===== src/rtl/mips_pkg.sv =====
// Shared MIPS definitions: opcodes, branch encodings, fetch FSM states and reset PC.
// Used by fetch_unit, next_pc_logic and the single-cycle datapath.
package mips_pkg;

    localparam logic [5:0] OP_RTYPE = 6'h00;
    localparam logic [5:0] OP_J     = 6'h02;
    localparam logic [5:0] OP_BEQ   = 6'h04;
    localparam logic [5:0] OP_BNE   = 6'h05;
    localparam logic [5:0] OP_ADDI  = 6'h08;
    localparam logic [5:0] OP_LW    = 6'h23;
    localparam logic [5:0] OP_SW    = 6'h2B;

    localparam logic [1:0] BR_NONE = 2'b00;
    localparam logic [1:0] BR_EQ   = 2'b10;
    localparam logic [1:0] BR_NE   = 2'b11;

    // Fetch FSM encoding kept as plain constants so legacy tools can consume it.
    typedef logic [1:0] fetch_state_t;
    localparam fetch_state_t ST_IDLE  = 2'd0;
    localparam fetch_state_t ST_FETCH = 2'd1;
    localparam fetch_state_t ST_ISSUE = 2'd2;

    localparam logic [31:0] RESET_PC_DEFAULT = 32'h0000_0000;

    function automatic logic branch_taken(input logic [1:0] branch, input logic zero);
        return branch[1] & (zero ^ branch[0]);
    endfunction

endpackage


===== src/rtl/fetch_unit_if.sv =====
// Instruction-memory and decode-side signals of the fetch stage.
// master = fetch_unit, slave = memory/decoder side.
interface fetch_unit_if;

    logic        imem_req;
    logic [31:0] imem_addr;
    logic [31:0] imem_rdata;
    logic        imem_ready;
    logic [31:0] instr;
    logic        instr_valid;
    logic        instr_ready;
    logic [31:0] pc;
    logic [31:0] pcplus4;
    logic [1:0]  branch;
    logic        jump;
    logic        zero;
    logic [31:0] imm_ext;

    modport master (
        output imem_req, imem_addr, instr, instr_valid, pc, pcplus4,
        input  imem_rdata, imem_ready, instr_ready, branch, jump, zero, imm_ext
    );

    modport slave (
        input  imem_req, imem_addr, instr, instr_valid, pc, pcplus4,
        output imem_rdata, imem_ready, instr_ready, branch, jump, zero, imm_ext
    );

endinterface


===== src/rtl/next_pc_logic.sv =====
// Combinational next-PC selection: jump beats taken branch beats sequential.
// Shared with the single-cycle datapath.
module next_pc_logic
    import mips_pkg::*;
(
    input  logic [31:0] pc,
    input  logic [25:0] instr,
    input  logic [31:0] imm_ext,
    input  logic [1:0]  branch,
    input  logic        jump,
    input  logic        zero,
    output logic [31:0] pcplus4,
    output logic [31:0] next_pc
);

    always_comb begin
        pcplus4 = pc + 32'd4;
        next_pc = pcplus4;
        if (jump) begin
            next_pc = {pcplus4[31:28], instr, 2'b00};
        end else if (branch_taken(branch, zero)) begin
            next_pc = pcplus4 + {imm_ext[29:0], 2'b00};
        end
    end

endmodule


===== src/rtl/fetch_unit.sv =====
// Instruction fetch / next-PC stage: IDLE -> FETCH -> ISSUE loop over a ready handshake.
// Optional performance counters enabled by defining FETCH_PERF_CNT_EN.
module fetch_unit
    import mips_pkg::*;
#(
    parameter logic [31:0] RESET_PC = RESET_PC_DEFAULT,
    parameter int          CNT_W    = 32
) (
    input  logic             clk,
    input  logic             reset,
    fetch_unit_if.master     bus,
    output logic [CNT_W-1:0] retired_cnt,
    output logic [CNT_W-1:0] redirect_cnt
);

    fetch_state_t state;
    logic [31:0]  pc_q;
    logic [31:0]  instr_q;
    logic [31:0]  pcplus4;
    logic [31:0]  next_pc;
    logic         accept;

    assign accept = (state == ST_ISSUE) && bus.instr_ready;

    next_pc_logic u_next_pc (
        .pc      (pc_q),
        .instr   (instr_q[25:0]),
        .imm_ext (bus.imm_ext),
        .branch  (bus.branch),
        .jump    (bus.jump),
        .zero    (bus.zero),
        .pcplus4 (pcplus4),
        .next_pc (next_pc)
    );

    // Memory data is only captured in FETCH and pc only moves on an accepted issue,
    // so stray handshakes in other states are ignored by construction.
    always_ff @(posedge clk or posedge reset) begin
        if (reset) begin
            state   <= ST_IDLE;
            pc_q    <= RESET_PC;
            instr_q <= 32'd0;
        end else begin
            case (state)
                ST_IDLE: state <= ST_FETCH;
                ST_FETCH: begin
                    if (bus.imem_ready) begin
                        instr_q <= bus.imem_rdata;
                        state   <= ST_ISSUE;
                    end
                end
                ST_ISSUE: begin
                    if (bus.instr_ready) begin
                        pc_q  <= next_pc;
                        state <= ST_FETCH;
                    end
                end
                default: state <= ST_IDLE;
            endcase
        end
    end

    assign bus.imem_req    = (state == ST_FETCH);
    assign bus.imem_addr   = pc_q;
    assign bus.instr       = instr_q;
    assign bus.instr_valid = (state == ST_ISSUE);
    assign bus.pc          = pc_q;
    assign bus.pcplus4     = pcplus4;

`ifdef FETCH_PERF_CNT_EN
    logic [CNT_W-1:0] retired_q;
    logic [CNT_W-1:0] redirect_q;

    always_ff @(posedge clk or posedge reset) begin
        if (reset) begin
            retired_q  <= '0;
            redirect_q <= '0;
        end else if (accept) begin
            retired_q <= retired_q + CNT_W'(1);
            if (bus.jump || branch_taken(bus.branch, bus.zero)) begin
                redirect_q <= redirect_q + CNT_W'(1);
            end
        end
    end

    assign retired_cnt  = retired_q;
    assign redirect_cnt = redirect_q;
`else
    assign retired_cnt  = '0;
    assign redirect_cnt = '0;
`endif

endmodule

===== src/flat_wrapper.sv =====
// flat-port wrapper written by rule: the top's interface ports become plain ports
module fetch_unit_flat import mips_pkg::*;
#(
    parameter logic [31:0] RESET_PC = RESET_PC_DEFAULT,
    parameter int          CNT_W    = 32
)
  (clk, reset, retired_cnt, redirect_cnt, bus_imem_req, bus_imem_addr, bus_instr, bus_instr_valid, bus_pc, bus_pcplus4, bus_imem_rdata, bus_imem_ready, bus_instr_ready, bus_branch, bus_jump, bus_zero, bus_imm_ext);
  fetch_unit_if bus_i ();
  input  logic clk;
  input  logic reset;
  output logic [CNT_W-1:0] retired_cnt;
  output logic [CNT_W-1:0] redirect_cnt;
  output wire logic [$bits(bus_i.imem_req)-1:0] bus_imem_req;
  output wire logic [$bits(bus_i.imem_addr)-1:0] bus_imem_addr;
  output wire logic [$bits(bus_i.instr)-1:0] bus_instr;
  output wire logic [$bits(bus_i.instr_valid)-1:0] bus_instr_valid;
  output wire logic [$bits(bus_i.pc)-1:0] bus_pc;
  output wire logic [$bits(bus_i.pcplus4)-1:0] bus_pcplus4;
  input wire logic [$bits(bus_i.imem_rdata)-1:0] bus_imem_rdata;
  input wire logic [$bits(bus_i.imem_ready)-1:0] bus_imem_ready;
  input wire logic [$bits(bus_i.instr_ready)-1:0] bus_instr_ready;
  input wire logic [$bits(bus_i.branch)-1:0] bus_branch;
  input wire logic [$bits(bus_i.jump)-1:0] bus_jump;
  input wire logic [$bits(bus_i.zero)-1:0] bus_zero;
  input wire logic [$bits(bus_i.imm_ext)-1:0] bus_imm_ext;
  assign bus_imem_req = bus_i.imem_req;
  assign bus_imem_addr = bus_i.imem_addr;
  assign bus_instr = bus_i.instr;
  assign bus_instr_valid = bus_i.instr_valid;
  assign bus_pc = bus_i.pc;
  assign bus_pcplus4 = bus_i.pcplus4;
  assign bus_i.imem_rdata = bus_imem_rdata;
  assign bus_i.imem_ready = bus_imem_ready;
  assign bus_i.instr_ready = bus_instr_ready;
  assign bus_i.branch = bus_branch;
  assign bus_i.jump = bus_jump;
  assign bus_i.zero = bus_zero;
  assign bus_i.imm_ext = bus_imm_ext;
  fetch_unit #(.RESET_PC(RESET_PC), .CNT_W(CNT_W)) u_core (.clk(clk), .reset(reset), .bus(bus_i), .retired_cnt(retired_cnt), .redirect_cnt(redirect_cnt));
endmodule

===== config.mk =====
export PLATFORM = sky130hd
export DESIGN_NAME = fetch_unit_flat
export DESIGN_NICKNAME = d
export VERILOG_FILES = /design/src/rtl/mips_pkg.sv /design/src/rtl/fetch_unit_if.sv /design/src/rtl/next_pc_logic.sv /design/src/rtl/fetch_unit.sv /design/src/flat_wrapper.sv
export SDC_FILE = /design/constraint.sdc
export NUM_CORES = 1
export LEC_CHECK = 0
export CELL_PAD_IN_SITES_DETAIL_PLACEMENT = 1
export CELL_PAD_IN_SITES_GLOBAL_PLACEMENT = 1
export CORE_UTILIZATION = 33
export DETAILED_ROUTE_END_ITERATION = 16
export PLACE_DENSITY = 0.95
export SETUP_SLACK_MARGIN = 0.2
export SKIP_LAST_GASP = 1
export SLEW_MARGIN = 20
export SYNTH_ARGS = -nofsm -noshare
export SYNTH_HDL_FRONTEND = slang
export SYNTH_SLANG_ARGS = --single-unit

===== constraint.sdc =====
create_clock -name clk -period 5.7 [get_ports clk]
set_input_delay 1.14 -clock clk [delete_from_list [all_inputs] [get_ports clk]]
set_output_delay 1.14 -clock clk [all_outputs]
set_load 0.005 [all_outputs]

Yosys cells after proc, flatten, opt, wreduce, memory -nomap -nowiden
Cells that the tools add are included.
Widths: inputs -> output; s select.
{ "word_totals": {"register_bits": 66, "inputBits": 72, "word_cells": 20} }
{ "op_classes": {"n_addsub": 2, "n_eq_ne": 4, "mux": 5, "bitwise_logic": 2, "n_reduce_logical": 4} }
{ "op_table": {"columns": ["cell", "n"], "rows": [
  ["$mux 32", 2],
  ["$add 32x3->32 const B", 1],
  ["$add 32x32->32", 1],
  ["$pmux 2 s3", 1],
  ["$reduce_and 2->1", 3],
  ["$mux 2", 2],
  ["$ne 2x1->1 const B", 2],
  ["$eq 2x1->1 const B", 1],
  ["$eq 2x2->1 const B", 1],
  ["$logic_not 2->1", 1],
  ["$and 1x1->1", 1],
  ["$xor 1x1->1", 1]
]} }

Logic depth before layout (Yosys ltp)
Gate-level depths: netlist of run 1.
{ "logic_depth": {"depth_word": 4, "depth_mapped": 16, "mapped_depth_nobuf": 15} }

Modules after synthesis
From an unflattened synthesis of run 1, not the netlist that was laid out.
{ "unflattened": {"hier_cells": 650, "hier_area_um2": 6172.2} }
{ "by_module_without_submodules": {"columns": ["mod", "instances", "cells_each", "area_per_inst_um2", "seq_area_each_um2"], "rows": [
  ["fetch_unit", 1, 242, 3373.2, 1651.6],
  ["next_pc_logic", 1, 408, 2798.9, 0.0]
]} }

Least setup slack after synthesis of run 1
OpenSTA, ideal clock, no wires.
{ "synth_path": {"path_type": "register to register", "from": "register u_core.pc_q[2], in the netlist u_core.bus.imem_addr[2]", "to": "register u_core.pc_q[31], in the netlist u_core.bus.imem_addr[31]", "setup_time_ns": 0.126, "arrival_time_ns": 3.347, "t_required_ns": 5.574, "path_slack_ns": 2.227, "path_stages_with_launch": 17, "path_buffers": 1, "synth_period_minus_slack_ns": 3.473, "cell_sequence": "dfrtp_1 ha_1 nand2_1 nor3_2 nand4_1 nor2_1 xor2_1 ha_1 clkbuf_1 a21oi_1 o21a_1 o21ai_0 a21o_1 a21oi_1 nand3b_1 and2_2 a311o_1"} }
{ "synth_between": {"elab_chain_cells": 4} }
{ "synth_lines": {"columns": ["item", "line", "text"], "rows": [
  ["start, declared", "fetch_unit.sv:17", "logic [31:0] pc_q;"],
  ["start signal, assigned", "fetch_unit.sv:54", "pc_q <= next_pc;"],
  ["$add 32x3->32", "next_pc_logic.sv:17", "pcplus4 = pc + 32'd4;"],
  ["named net bus_pcplus4[26]", "flat_wrapper.sv:18", "output wire logic [$bits(bus_i.pcplus4)-1:0] bus_pcplus4;"],
  ["$add 32x32->32", "next_pc_logic.sv:22", "next_pc = pcplus4 + {imm_ext[29:0], 2'b00};"],
  ["$mux 32", "next_pc_logic.sv:21", "end else if (branch_taken(branch, zero)) begin"],
  ["$mux 32", "next_pc_logic.sv:19", "if (jump) begin"]
]} }
The timed path passes the listed nets, and every way through them passes these cells.
A chain may end at the register's enable or synchronous reset.

Worst setup path after layout of run 1
{ "layout_path": {"from": "register u_core.pc_q[2], in the netlist u_core.bus.imem_addr[2]", "to": "register u_core.pc_q[31], in the netlist u_core.bus.imem_addr[31]"} }
{ "layout_between": {"elab_chain_cells": 4} }
{ "layout_lines": {"columns": ["item", "line"], "rows": [
  ["$add 32x3->32 *", "next_pc_logic.sv:17"],
  ["$add 32x32->32", "next_pc_logic.sv:22"],
  ["$mux 32", "next_pc_logic.sv:21"],
  ["$mux 32 *", "next_pc_logic.sv:19"]
]} }
Every way passes the cells marked *; elsewhere a longest branch is shown, timed or not.

==> run_summary.xml, run 1 <==
<?xml version="1.0" encoding="UTF-8"?>
<metrics>
  <group name="sta">
    <metric name="timing.max_slew.rel_slack" unit="%">46.8</metric>
    <metric name="final_period_minus_worst_setup_slack" unit="ps">4370</metric>
    <metric name="setup_viol" unit="">0</metric>
    <metric name="whs" unit="ps">490</metric>
    <metric name="finalHoldViolations" unit="">0</metric>
    <metric name="timing.fmax" unit="GHz">0.229</metric>
    <metric name="timing.final.max_slew_violations" unit="">0</metric>
    <metric name="min_period_over_period" unit="%">76.6</metric>
    <metric name="final_total_negative_setup_slack" unit="ps">0</metric>
    <metric name="tightest_slew" unit="ps">795</metric>
    <metric name="grt_setup_unrepaired" unit="">no</metric>
    <metric name="clock-skew-final" unit="ps">6.13</metric>
  </group>
  <group name="route">
    <metric name="route.detailed.wl_per_inst" unit="um">20.0</metric>
    <metric name="first_pass_iters" unit="">5</metric>
    <metric name="detailedRoute.firstIterationViolations" unit="">371</metric>
    <metric name="avgViaCountPerCell" unit="">5.22</metric>
    <metric name="drtAntennaViolNets" unit="">0</metric>
    <metric name="vias" unit="">5603</metric>
    <metric name="drc" unit="">0</metric>
    <metric name="finalWirelength" unit="mm">21.4</metric>
  </group>
  <group name="clock_network">
    <metric name="cts.reportedPaths.clkPinSlew" unit="ps">50</metric>
    <metric name="clock_path_buffers" unit="">2</metric>
    <metric name="postCtsSetupBuffers" unit="">0</metric>
    <metric name="numCtsBuffers" unit="">9</metric>
    <metric name="ctsHoldBuffers" unit="">0</metric>
    <metric name="cts-root-buf" unit="">clkbuf_16</metric>
    <metric name="clkLatencyLatePin" unit="ps">330</metric>
    <metric name="tritoncts" unit="">done</metric>
    <metric name="h-tree-depth" unit="">3</metric>
    <metric name="tritoncts_num_sinks" unit="">64</metric>
    <metric name="cts.repair.resized" unit="">0</metric>
  </group>
  <group name="critical_path">
    <metric name="critPathKind" unit="">register to register</metric>
    <metric name="worstPathMaxFanout" unit="">10</metric>
    <metric name="r2r_start" unit="">u_core.bus.imem_addr[2]$_DFFE_PP0P_</metric>
    <metric name="worst_ep_required_time" unit="ps">5910</metric>
    <metric name="worst_setup_path_startpoint" unit="">u_core.bus.imem_addr[2]$_DFFE_PP0P_</metric>
    <metric name="critical_path_arrival" unit="ps">4570</metric>
    <metric name="worstSetupEndpointType" unit="">register</metric>
    <metric name="worst-r2r-cell-count" unit="">15</metric>
    <metric name="worst_setup_path_start_kind" unit="">register</metric>
  </group>
  <group name="cells_and_area">
    <metric name="filler_cell_count" unit="">2026</metric>
    <metric name="leading_cell_type_in_the_layout_fill_and_taps_excluded" unit="">clkdlybuf4s50_1</metric>
    <metric name="final_net_count" unit="">952</metric>
    <metric name="drive_above_1_share" unit="%">9.43</metric>
    <metric name="layout_common_cells" unit="">193 x clkdlybuf4s50_1, 70 x conb_1, 64 x dfrtp_1, 62 x nand2_1, 50 x o21ai_0</metric>
    <metric name="flow.area_growth_from_synthesis" unit="%">33.8</metric>
    <metric name="area.sequential" unit="um2">1600</metric>
    <metric name="multiInputGateArea" unit="um2">3680</metric>
    <metric name="n_antenna_cell" unit="">0</metric>
  </group>
  <group name="global_route">
    <metric name="overflow" unit="">0</metric>
    <metric name="antenna_found_initial" unit="">0</metric>
    <metric name="grt_pass1_wl" unit="mm">32.5</metric>
    <metric name="track_usage" unit="%">22.9</metric>
    <metric name="grt_pass1_vias" unit="">5791</metric>
    <metric name="grt_max_degree" unit="">59</metric>
  </group>
  <group name="synthesis">
    <metric name="synth_sequential_area_ratio" unit="%">27.0</metric>
    <metric name="ys.warnings.count" unit="">0</metric>
    <metric name="synth_cells" unit="">687</metric>
    <metric name="dominantRegCellSynth" unit="">dfrtp_1</metric>
    <metric name="netlist_area" unit="um2">5930</metric>
    <metric name="synth_async_reset_ratio" unit="%">100</metric>
    <metric name="avgSynthCellArea" unit="um2">8.64</metric>
    <metric name="synth_enable_flop_cells" unit="">0</metric>
    <metric name="yosys.cell_types.count" unit="">67</metric>
    <metric name="synth-seq-cells" unit="">64</metric>
  </group>
  <group name="power">
    <metric name="static-leakage-power" unit="nW">3.40</metric>
    <metric name="power.density_cell_area" unit="nW/um2">558</metric>
    <metric name="ir_worst_vdd" unit="mV">0.230</metric>
  </group>
  <group name="job">
    <metric name="drv.max_cap_violation_count" unit="">0</metric>
  </group>
  <group name="outcome">
    <metric name="run_status" unit="">completed</metric>
  </group>
  <group name="worst_hold_path">
    <metric name="hp-start" unit="">u_core.state[1]$_DFFE_PP0P_</metric>
    <metric name="holdCritPathClass" unit="">register to register</metric>
    <metric name="hold_depth" unit="">1</metric>
  </group>
  <group name="die">
    <metric name="floorplan.die.width" unit="um">136</metric>
    <metric name="design.core.area" unit="um2">17400</metric>
    <metric name="die_area" unit="um2">18500</metric>
    <metric name="initial_utilization" unit="%">34.1</metric>
    <metric name="num_rows" unit="">48</metric>
    <metric name="ios" unit="">266</metric>
    <metric name="die_height" unit="um">136</metric>
  </group>
  <group name="placed_design">
    <metric name="gp_congestion" unit="">0.890</metric>
    <metric name="post_dp_hpwl" unit="mm">16.9</metric>
    <metric name="port_buffers" unit="">193</metric>
  </group>
</metrics>
kinds of logic (layout without fill, tap and decap cells):
family | Yosys count | count (layout) | share of synthesized area (%)
and+or+nand+nor | 187 | 187 | 16.3
AOI/OAI and AO/OA | 171 | 171 | 18.4
buffers and inverters | 137 | 229 | 15.4
DFF | 64 | 64 | 27.0
xor gates and xnor gates | 53 | 53 | 7.95
adders and majority gates | 37 | 37 | 7.93
muxes | 37 | 37 | 6.94
other | 1 | 70 | 0.0632
registers in the layout, summed over array words and instances, names as in the netlist:
name                  flops
u_core.state              2
u_core.bus.instr         32
u_core.bus.imem_addr     30
synthesized netlist by cell type, drive strengths merged (2+ instances only):
| cell | number | share of area [%] |
|---|---|---|
| nand3 | 16 | 1.4 |
| a211oi | 7 | 1.2 |
| a22oi | 4 | 0.51 |
| xnor2 | 23 | 3.4 |
| a21o | 13 | 1.6 |
| o21bai | 5 | 0.70 |
| xor2 | 30 | 4.6 |
| inv | 15 | 0.95 |
| a21oi | 49 | 4.2 |
| buf | 102 | 13 |
| nor2 | 46 | 3.0 |
| and3 | 7 | 0.78 |
| nand4 | 13 | 2.0 |
| o21ai | 52 | 4.4 |
| o22ai | 3 | 0.32 |
| and2 | 8 | 0.89 |
| or3 | 7 | 0.74 |
| o221ai | 9 | 1.3 |
| nand3b | 3 | 0.38 |
| o21a | 6 | 0.76 |
| mux2 | 33 | 6.3 |
| ha | 36 | 7.6 |
| a31oi | 3 | 0.32 |
| clkbuf | 20 | 1.6 |
| nor2b | 3 | 0.32 |
| nand2 | 63 | 4.0 |
| o211ai | 8 | 1.2 |
| a32oi | 2 | 0.30 |
| o31ai | 3 | 0.38 |
| nor4 | 5 | 0.63 |
| nor3 | 11 | 1.6 |
| dfrtp | 64 | 27 |
| nand2b | 2 | 0.21 |
| mux2i | 4 | 0.67 |
critical path, stage by stage (launching register included):
cell and delay (ps):
dfrtp_1 490, ha_1 260, nand2_1 120, nor3_2 420
nand4_1 310, nor2_1 200, xor2_1 310, ha_1 420
a21oi_1 250, o21a_1 180, o21ai_0 110, a21o_1 200
a21oi_1 310, nand3b_1 150, and2_2 200, a311o_1 320
stage by stage:
stage | cell area (um2) | total power (W) | setup slack (ps) | std cells | utilization, %
after global routing | 7940 | 0.00470 | 1140 | 1073 | 45.6
after global placement | 7590 | 0.00359 | 1630 | 1057 | 43.6
after CTS | 7940 | 0.00442 | 1420 | 1073 | 45.6
after detailed placement | 7590 | 0.00372 | 1470 | 1057 | 43.6
final | 7940 | 0.00443 | 1330 | 1073 | 45.6
after floorplan | 6190 | 0.00247 | 2230 | 756 | -
final cells by class:
cell class / count / area share [%]
inverters: 15 / 0.709
multi-input cells: 555 / 46.3
clock inverters: 5 / 1.29
flip-flops and latches: 64 / 20.2
repair buffers: 198 / 24.8
clock buffers: 11 / 3.18
well taps: 225 / 3.54
routing by layer:
| layer | wire, um | part of all wire (%) | GRT usage (%) | up-vias |
|---|---|---|---|---|
| li1 | - | - | - | 2568 |
| met4 | 680 | 3.2 | 8.89 | 0 |
| met5 | 0 | 0 | 0 | - |
| met3 | 1390 | 6.5 | 3.95 | 47 |
| met2 | 10600 | 49 | 39.5 | 251 |
| met1 | 8770 | 41 | 28.3 | 2737 |
final timing paths:
kind / slack, ps / end
min: 490 / u_core.state[0]$_DFFE_PP0P_
min in group asynchronous: 1030 / u_core.bus.instr[0]$_DFFE_PP0P_
max reg2reg: 1330 / u_core.bus.imem_addr[31]$_DFFE_PP0P_
min reg2reg: 490 / u_core.state[0]$_DFFE_PP0P_
max in group asynchronous: 3670 / u_core.bus.instr[22]$_DFFE_PP0P_
max: 1330 / u_core.bus.imem_addr[31]$_DFFE_PP0P_
power breakdown:
group / internal, W / switching [W] / total (W)
clock network: 0.000450 / 0.000200 / 0.000650
logic: 0.00143 / 0.00133 / 0.00276
registers: 0.000676 / 0.000348 / 0.00102
(Power assumes the default switching activity.)
==> inputs of run 2 (changes only) <==
- CORE_UTILIZATION: 33 -> 31
- PLACE_DENSITY: 0.95 -> 0.9
- clock period: 5.7 -> 4.25 ns (I/O delays scaled with it)
==> run 2 against run 1 <==
Compared with the run above: clock power is 3.7% higher; global-route usage decreased by 2.1 points; clock skew shrank 1.9 ps; sequential share of layout area fell by 0.29 points; register-to-register slack worse by 930 ps; non-clock buffer count is 18 higher; setup slack worse by 930 ps; routed wire length down 2.7%; largest power group unchanged.
==> run_summary.xml, run 2 (synthesized netlist as in run 1, its figures left out) <==
<?xml version="1.0" encoding="UTF-8"?>
<metrics>
  <group name="outcome">
    <metric name="run_status" unit="">completed</metric>
  </group>
  <group name="critical_path">
    <metric name="worstPathMaxFanout" unit="">6</metric>
    <metric name="crit_chain" unit="">ha_1 &gt; nand2_1 &gt; nor3_4 &gt; and3_1 &gt; xor2_1 &gt; ha_2 &gt; a21oi_2 &gt; o21ai_2 &gt; o21ai_0 &gt; o31ai_1 &gt; o21ai_2 &gt; nand3b_1 &gt; and2_2 &gt; a311o_1</metric>
    <metric name="worstSetupEndpointType" unit="">register</metric>
    <metric name="worst-r2r-cell-count" unit="">14</metric>
    <metric name="flop_to_flop_setup_slack" unit="ps">410</metric>
    <metric name="r2r_start" unit="">u_core.bus.imem_addr[3]$_DFFE_PP0P_</metric>
    <metric name="cp_slowest_stage_delay" unit="ps">450</metric>
    <metric name="worst_ep_required_time" unit="ps">4450</metric>
    <metric name="critPathKind" unit="">register to register</metric>
    <metric name="critical_path.most_common_cell" unit="">o21ai_2</metric>
    <metric name="worst_setup_path_start_kind" unit="">register</metric>
    <metric name="critical_path.reg2reg.endpoint" unit="">u_core.bus.imem_addr[31]$_DFFE_PP0P_</metric>
    <metric name="critical_path_arrival" unit="ps">4050</metric>
    <metric name="crit_slowest_cell" unit="">dfrtp_1</metric>
  </group>
  <group name="cells_and_area">
    <metric name="drive_above_1_share" unit="%">12.5</metric>
    <metric name="layout_common_cells" unit="">193 x clkdlybuf4s50_1, 70 x conb_1, 62 x nand2_1, 61 x dfrtp_1, 50 x o21ai_0</metric>
    <metric name="stdcell_area" unit="um2">8080</metric>
    <metric name="n_antenna_cell" unit="">0</metric>
    <metric name="leading_cell_type_in_the_layout_fill_and_taps_excluded" unit="">clkdlybuf4s50_1</metric>
    <metric name="largest_register_ffs" unit="">32</metric>
    <metric name="flow.area_growth_from_synthesis" unit="%">36.1</metric>
    <metric name="final_net_count" unit="">970</metric>
  </group>
  <group name="route">
    <metric name="finalWirelength" unit="mm">20.8</metric>
    <metric name="first_pass_iters" unit="">5</metric>
    <metric name="detailedRoute.firstIterationViolations" unit="">413</metric>
    <metric name="avgViaCountPerCell" unit="">5.09</metric>
    <metric name="drc" unit="">0</metric>
    <metric name="met2RoutedLength" unit="mm">10.1</metric>
    <metric name="routed.top_layer" unit="">met4</metric>
    <metric name="routed-wl-met3" unit="mm">1.19</metric>
    <metric name="vias" unit="">5597</metric>
    <metric name="drtAntennaViolNets" unit="">0</metric>
    <metric name="wl_met1" unit="mm">8.97</metric>
    <metric name="route.detailed.wl_per_inst" unit="um">19.0</metric>
  </group>
  <group name="power">
    <metric name="p_comb_share" unit="%">64.6</metric>
    <metric name="ir_worst_vdd" unit="mV">0.273</metric>
    <metric name="clkPwrFrac" unit="%">11.6</metric>
    <metric name="post-layout-total-power" unit="W">0.00581</metric>
    <metric name="static-leakage-power" unit="nW">3.48</metric>
    <metric name="swShare" unit="%">43.0</metric>
    <metric name="power_frac_seq" unit="%">23.8</metric>
    <metric name="p_sw" unit="W">0.00250</metric>
    <metric name="power.density_cell_area" unit="nW/um2">719</metric>
    <metric name="power_report.internal_total" unit="W">0.00331</metric>
  </group>
  <group name="clock_network">
    <metric name="cts.reportedPaths.clkPinSlew" unit="ps">50</metric>
    <metric name="tritoncts" unit="">done</metric>
    <metric name="clkLatencyLatePin" unit="ps">320</metric>
    <metric name="tritoncts_num_sinks" unit="">64</metric>
    <metric name="cts-root-buf" unit="">clkbuf_16</metric>
    <metric name="h-tree-depth" unit="">3</metric>
    <metric name="numCtsBuffers" unit="">9</metric>
    <metric name="clock_path_buffers" unit="">2</metric>
  </group>
  <group name="die">
    <metric name="die_height" unit="um">140</metric>
    <metric name="floorplan.die.width" unit="um">140</metric>
    <metric name="die_area" unit="um2">19700</metric>
    <metric name="num_rows" unit="">50</metric>
    <metric name="initial_utilization" unit="%">31.7</metric>
    <metric name="ios" unit="">266</metric>
    <metric name="design.core.area" unit="um2">18700</metric>
  </group>
  <group name="placed_design">
    <metric name="preCtsSetupSlack" unit="ps">201</metric>
    <metric name="post_dp_hpwl" unit="mm">16.7</metric>
    <metric name="gp_congestion" unit="">0.875</metric>
    <metric name="port_buffers" unit="">193</metric>
    <metric name="postPlaceCellArea" unit="um2">7700</metric>
  </group>
  <group name="job">
    <metric name="drv.max_cap_violation_count" unit="">0</metric>
  </group>
  <group name="sta">
    <metric name="min_period_over_period" unit="%">90.5</metric>
    <metric name="finalHoldViolations" unit="">0</metric>
    <metric name="final_total_negative_setup_slack" unit="ps">0</metric>
    <metric name="tightest_slew" unit="ps">890</metric>
    <metric name="clock-skew-final" unit="ps">4.21</metric>
    <metric name="setup_viol" unit="">0</metric>
    <metric name="timing.final.max_slew_violations" unit="">0</metric>
    <metric name="final_period_minus_worst_setup_slack" unit="ps">3840</metric>
    <metric name="timing.max_slew.rel_slack" unit="%">40.6</metric>
    <metric name="postLayoutSetupSlackWorst" unit="ps">406</metric>
    <metric name="grt_setup_unrepaired" unit="">no</metric>
    <metric name="timing.fmax" unit="GHz">0.260</metric>
  </group>
  <group name="global_route">
    <metric name="grt_pass1_wl" unit="mm">32.0</metric>
    <metric name="grt_pass1_vias" unit="">5686</metric>
    <metric name="antenna_found_initial" unit="">0</metric>
    <metric name="track_usage" unit="%">20.8</metric>
    <metric name="overflow" unit="">0</metric>
    <metric name="grt_max_degree" unit="">50</metric>
  </group>
  <group name="worst_hold_path">
    <metric name="holdCritPathClass" unit="">register to register</metric>
    <metric name="holdPathEnd" unit="">u_core.state[0]$_DFFE_PP0P_</metric>
    <metric name="hp-start" unit="">u_core.state[1]$_DFFE_PP0P_</metric>
    <metric name="hold_depth" unit="">1</metric>
  </group>
</metrics>
-- run 2: power by group through the flow --
stage	registers, W	clock network (W)	logic [W]
after CTS	0.00137	0.000691	0.00371
after floorplan	0.00123	0	0.00208
after detailed placement	0.00137	0	0.00367
after global placement	0.00134	0	0.00356
final	0.00138	0.000674	0.00375
after global routing	0.00142	0.000714	0.00406
-- run 2: how the worst max path moves through the flow --
| stage | slack (ps) | endpoint | from |
|---|---|---|---|
| after floorplan | 780 | u_core.bus.imem_addr[31]$_DFFE_PP0P_ | u_core.bus.imem_addr[2]$_DFFE_PP0P_ |
| after global placement | 300 | u_core.bus.imem_addr[31]$_DFFE_PP0P_ | u_core.bus.imem_addr[2]$_DFFE_PP0P_ |
| after detailed placement | 200 | u_core.bus.imem_addr[31]$_DFFE_PP0P_ | u_core.bus.imem_addr[2]$_DFFE_PP0P_ |
| after CTS | 210 | u_core.bus.imem_addr[31]$_DFFE_PP0P_ | u_core.bus.imem_addr[2]$_DFFE_PP0P_ |
| after global routing | 190 | u_core.bus.imem_addr[31]$_DFFE_PP0P_ | u_core.bus.imem_addr[3]$_DFFE_PP0P_ |
| final | 410 | u_core.bus.imem_addr[31]$_DFFE_PP0P_ | u_core.bus.imem_addr[3]$_DFFE_PP0P_ |
-- run 2: per-layer routing --
layer,vias up,global-route usage (%)
li1,2609,-
met1,2727,26.8
met2,225,35.5
met3,36,2.67
met4,0,7.98
met5,-,0
-- run 2: timing repair --
action	4_1_cts	5_1_grt
hold buffers	0	0
pin swaps	0	5
endpoints found under the hold margin	0	0
buffers inserted	0	4
setup endpoints to repair	1	5
gates resized for setup	2	17
-- run 2: area by class of cell --
class	instances	area, um2
Multi-Input combinational cell	555	3750
Sequential cell	64	1610
Tap cell	234	293
Fill cell	2149	10600
Timing Repair Buffer	216	2100
Clock buffer	15	268
Inverter	15	57.6
-- run 2: stage by stage --
stage,cells,hold slack [ps],util [%]
6_report,1099,494,43.2
5_1_grt,1099,507,43.2
4_1_cts,1095,490,42.7
3_5_place_dp,1080,478,41.2
3_3_place_gp,1080,465,41.2
2_1_floorplan,756,455,-
-- run 2: worst max-delay path, delay by kind of cell (launching register included) --
family	cells	cell delay, ps
simple gates	5	1030
flops	1	450
fa+ha+maj	2	630
xor+xnor	1	300
compound gates	6	1310
==> inputs of run 3 (changes only) <==
- CTS_CLUSTER_DIAMETER: not set -> 50
- CTS_CLUSTER_SIZE: not set -> 30
- GPL_TIMING_DRIVEN: not set -> 0
==> run 3 against run 2 <==
Compared with the run above: register-to-register slack got worse by 120 ps; routed wire length is 6.4% higher; flip-flop and latch count did not move; largest power group unchanged; first-iteration DRC count decreased by 21%.
==> run_summary.xml, run 3 (synthesized netlist as in run 1, its figures left out) <==
<?xml version="1.0" encoding="UTF-8"?>
<metrics>
  <group name="outcome">
    <metric name="run_status" unit="">completed</metric>
  </group>
  <group name="sta">
    <metric name="postLayoutSetupSlackWorst" unit="ps">281</metric>
    <metric name="tightest_slew" unit="ps">674</metric>
    <metric name="clock-skew-final" unit="ps">7.51</metric>
    <metric name="final_period_minus_worst_setup_slack" unit="ps">3970</metric>
    <metric name="min_period_over_period" unit="%">93.4</metric>
    <metric name="setup_viol" unit="">0</metric>
    <metric name="timing.max_slew.rel_slack" unit="%">55.1</metric>
    <metric name="timing.fmax" unit="GHz">0.252</metric>
    <metric name="finalHoldViolations" unit="">0</metric>
    <metric name="whs" unit="ps">507</metric>
    <metric name="timing.final.max_slew_violations" unit="">0</metric>
    <metric name="grt_setup_unrepaired" unit="">yes</metric>
  </group>
  <group name="cells_and_area">
    <metric name="filler_cell_count" unit="">2214</metric>
    <metric name="layout_common_cells" unit="">193 x clkdlybuf4s50_1, 105 x buf_4, 70 x conb_1, 62 x nand2_1, 62 x dfrtp_1</metric>
    <metric name="stdcell_area" unit="um2">8930</metric>
    <metric name="final_net_count" unit="">1075</metric>
    <metric name="largest_register_ffs" unit="">32</metric>
    <metric name="n_antenna_cell" unit="">0</metric>
    <metric name="leading_cell_type_in_the_layout_fill_and_taps_excluded" unit="">clkdlybuf4s50_1</metric>
    <metric name="flow.area_growth_from_synthesis" unit="%">50.5</metric>
    <metric name="drive_above_1_share" unit="%">21.5</metric>
  </group>
  <group name="placed_design">
    <metric name="postPlaceCellArea" unit="um2">8440</metric>
    <metric name="preCtsSetupSlack" unit="ps">-12.9</metric>
    <metric name="gp_congestion" unit="">0.904</metric>
    <metric name="post_dp_hpwl" unit="mm">17.6</metric>
    <metric name="port_buffers" unit="">193</metric>
  </group>
  <group name="critical_path">
    <metric name="worst-r2r-cell-count" unit="">15</metric>
    <metric name="cp_num_buf_inv" unit="">1</metric>
    <metric name="critical_path.most_common_cell" unit="">ha_1</metric>
    <metric name="worst_setup_path_start_kind" unit="">register</metric>
    <metric name="critical_path.top_delay_family" unit="">compound AO/OA/AOI/OAI gates</metric>
    <metric name="worst_ep_required_time" unit="ps">4460</metric>
    <metric name="crit_chain" unit="">ha_1 &gt; nand2_1 &gt; nor3_4 &gt; nand4_1 &gt; buf_4 &gt; nor2_1 &gt; xor2_1 &gt; ha_1 &gt; a21oi_1 &gt; o21ai_0 &gt; a21o_1 &gt; a21oi_2 &gt; nand3b_1 &gt; and2_2 &gt; a311o_1</metric>
    <metric name="worstPathMaxFanout" unit="">6</metric>
    <metric name="cp_slowest_stage_delay" unit="ps">460</metric>
    <metric name="critPathKind" unit="">register to register</metric>
    <metric name="critical_path_arrival" unit="ps">4180</metric>
    <metric name="crit_slowest_cell" unit="">dfrtp_1</metric>
    <metric name="critical_path_depth" unit="">15</metric>
    <metric name="worstSetupEndpointType" unit="">register</metric>
  </group>
  <group name="die">
    <metric name="ios" unit="">266</metric>
    <metric name="initial_utilization" unit="%">31.7</metric>
    <metric name="floorplan.die.width" unit="um">140</metric>
    <metric name="die_height" unit="um">140</metric>
    <metric name="die_area" unit="um2">19700</metric>
    <metric name="design.core.area" unit="um2">18700</metric>
    <metric name="num_rows" unit="">50</metric>
  </group>
  <group name="clock_network">
    <metric name="ctsHoldBuffers" unit="">0</metric>
    <metric name="cts.reportedPaths.clkPinSlew" unit="ps">60</metric>
    <metric name="cts-root-buf" unit="">clkbuf_16</metric>
    <metric name="h-tree-depth" unit="">3</metric>
    <metric name="clock_path_buffers" unit="">2</metric>
    <metric name="numCtsBuffers" unit="">9</metric>
    <metric name="tritoncts_num_sinks" unit="">64</metric>
    <metric name="tritoncts" unit="">done</metric>
    <metric name="clkLatencyLatePin" unit="ps">340</metric>
  </group>
  <group name="route">
    <metric name="drtAntennaViolNets" unit="">0</metric>
    <metric name="route.detailed.wl_per_inst" unit="um">18.4</metric>
    <metric name="drc" unit="">0</metric>
    <metric name="avgViaCountPerCell" unit="">5.03</metric>
    <metric name="vias" unit="">6056</metric>
    <metric name="first_pass_iters" unit="">5</metric>
    <metric name="detailedRoute.firstIterationViolations" unit="">327</metric>
    <metric name="finalWirelength" unit="mm">22.2</metric>
  </group>
  <group name="worst_hold_path">
    <metric name="hold_depth" unit="">1</metric>
    <metric name="holdCritPathClass" unit="">register to register</metric>
  </group>
  <group name="global_route">
    <metric name="overflow" unit="">0</metric>
    <metric name="grt_pass1_wl" unit="mm">34.2</metric>
    <metric name="grt_max_degree" unit="">35</metric>
    <metric name="grt_pass1_vias" unit="">6182</metric>
    <metric name="track_usage" unit="%">22.2</metric>
    <metric name="antenna_found_initial" unit="">0</metric>
  </group>
  <group name="power">
    <metric name="power.density_cell_area" unit="nW/um2">693</metric>
    <metric name="static-leakage-power" unit="nW">4.02</metric>
    <metric name="ir_worst_vdd" unit="mV">0.346</metric>
  </group>
  <group name="job">
    <metric name="drv.max_cap_violation_count" unit="">0</metric>
  </group>
</metrics>
-- run 3: cell types whose count changed in the layout (fill, tap and decap cells not counted), sizes merged --
cell and change:
buf +85, clkbuf +14, bufinv +2, clkinv +2
inv +2, clkinvlp +1
-- run 3: path summary, 6_finish.rpt --
check                                                     from                                   end  slack (ps)
max                        u_core.bus.imem_addr[3]$_DFFE_PP0P_  u_core.bus.imem_addr[31]$_DFFE_PP0P_         280
min                           u_core.bus.instr[27]$_DFFE_PP0P_      u_core.bus.instr[27]$_DFFE_PP0P_         510
max reg2reg                u_core.bus.imem_addr[3]$_DFFE_PP0P_  u_core.bus.imem_addr[31]$_DFFE_PP0P_         280
min reg2reg                   u_core.bus.instr[27]$_DFFE_PP0P_      u_core.bus.instr[27]$_DFFE_PP0P_         510
max in group asynchronous                                reset  u_core.bus.imem_addr[13]$_DFFE_PP0P_        2840
min in group asynchronous                                reset      u_core.bus.instr[29]$_DFFE_PP0P_         870
-- run 3: what timing repair did --
action | CTS | global route
setup endpoints to repair | 1 | 8
gates resized for setup | 10 | 18
buffers inserted | 2 | 3
pin swaps | 1 | 4
-- run 3: per-layer routing --
| metal | vias up | GRT usage, % | wire [um] |
|---|---|---|---|
| li1 | 2820 | - | - |
| met1 | 2962 | 27.1 | 9060 |
| met2 | 235 | 39.1 | 11300 |
| met3 | 39 | 3.56 | 1380 |
| met4 | 0 | 8.27 | 497 |
| met5 | - | 0 | 0 |
-- run 3: metrics by stage --
step / std cells / power [W] / util (%) / setup TNS [ps]
finish: 1205 / 0.00618 / 47.7 / 0
global route: 1205 / 0.00657 / 47.7 / 0
CTS: 1202 / 0.00612 / 47.1 / 0
detailed placement: 1184 / 0.00524 / 45.1 / -12.9
global placement: 1183 / 0.00511 / 45.0 / 0
floorplan: 756 / 0.00331 / - / 0
-- run 3: power by group --
| group | total, W | internal, W | switching (W) |
|---|---|---|---|
| Sequential | 0.00138 | 0.000908 | 0.000477 |
| Clock | 0.000808 | 0.000514 | 0.000294 |
| Combinational | 0.00399 | 0.00214 | 0.00185 |
-- run 3: area by class of cell --
class | instances | area [um2] | area share (%)
multi-input cells | 555 | 3800 | 42.6
repair buffers | 199 | 1990 | 22.3
flip-flops and latches | 64 | 1600 | 18.0
plain buffers | 122 | 860 | 9.63
well taps | 234 | 293 | 3.28
clock buffers | 9 | 225 | 2.52
clock inverters | 7 | 95.1 | 1.07
inverters | 15 | 58.8 | 0.659
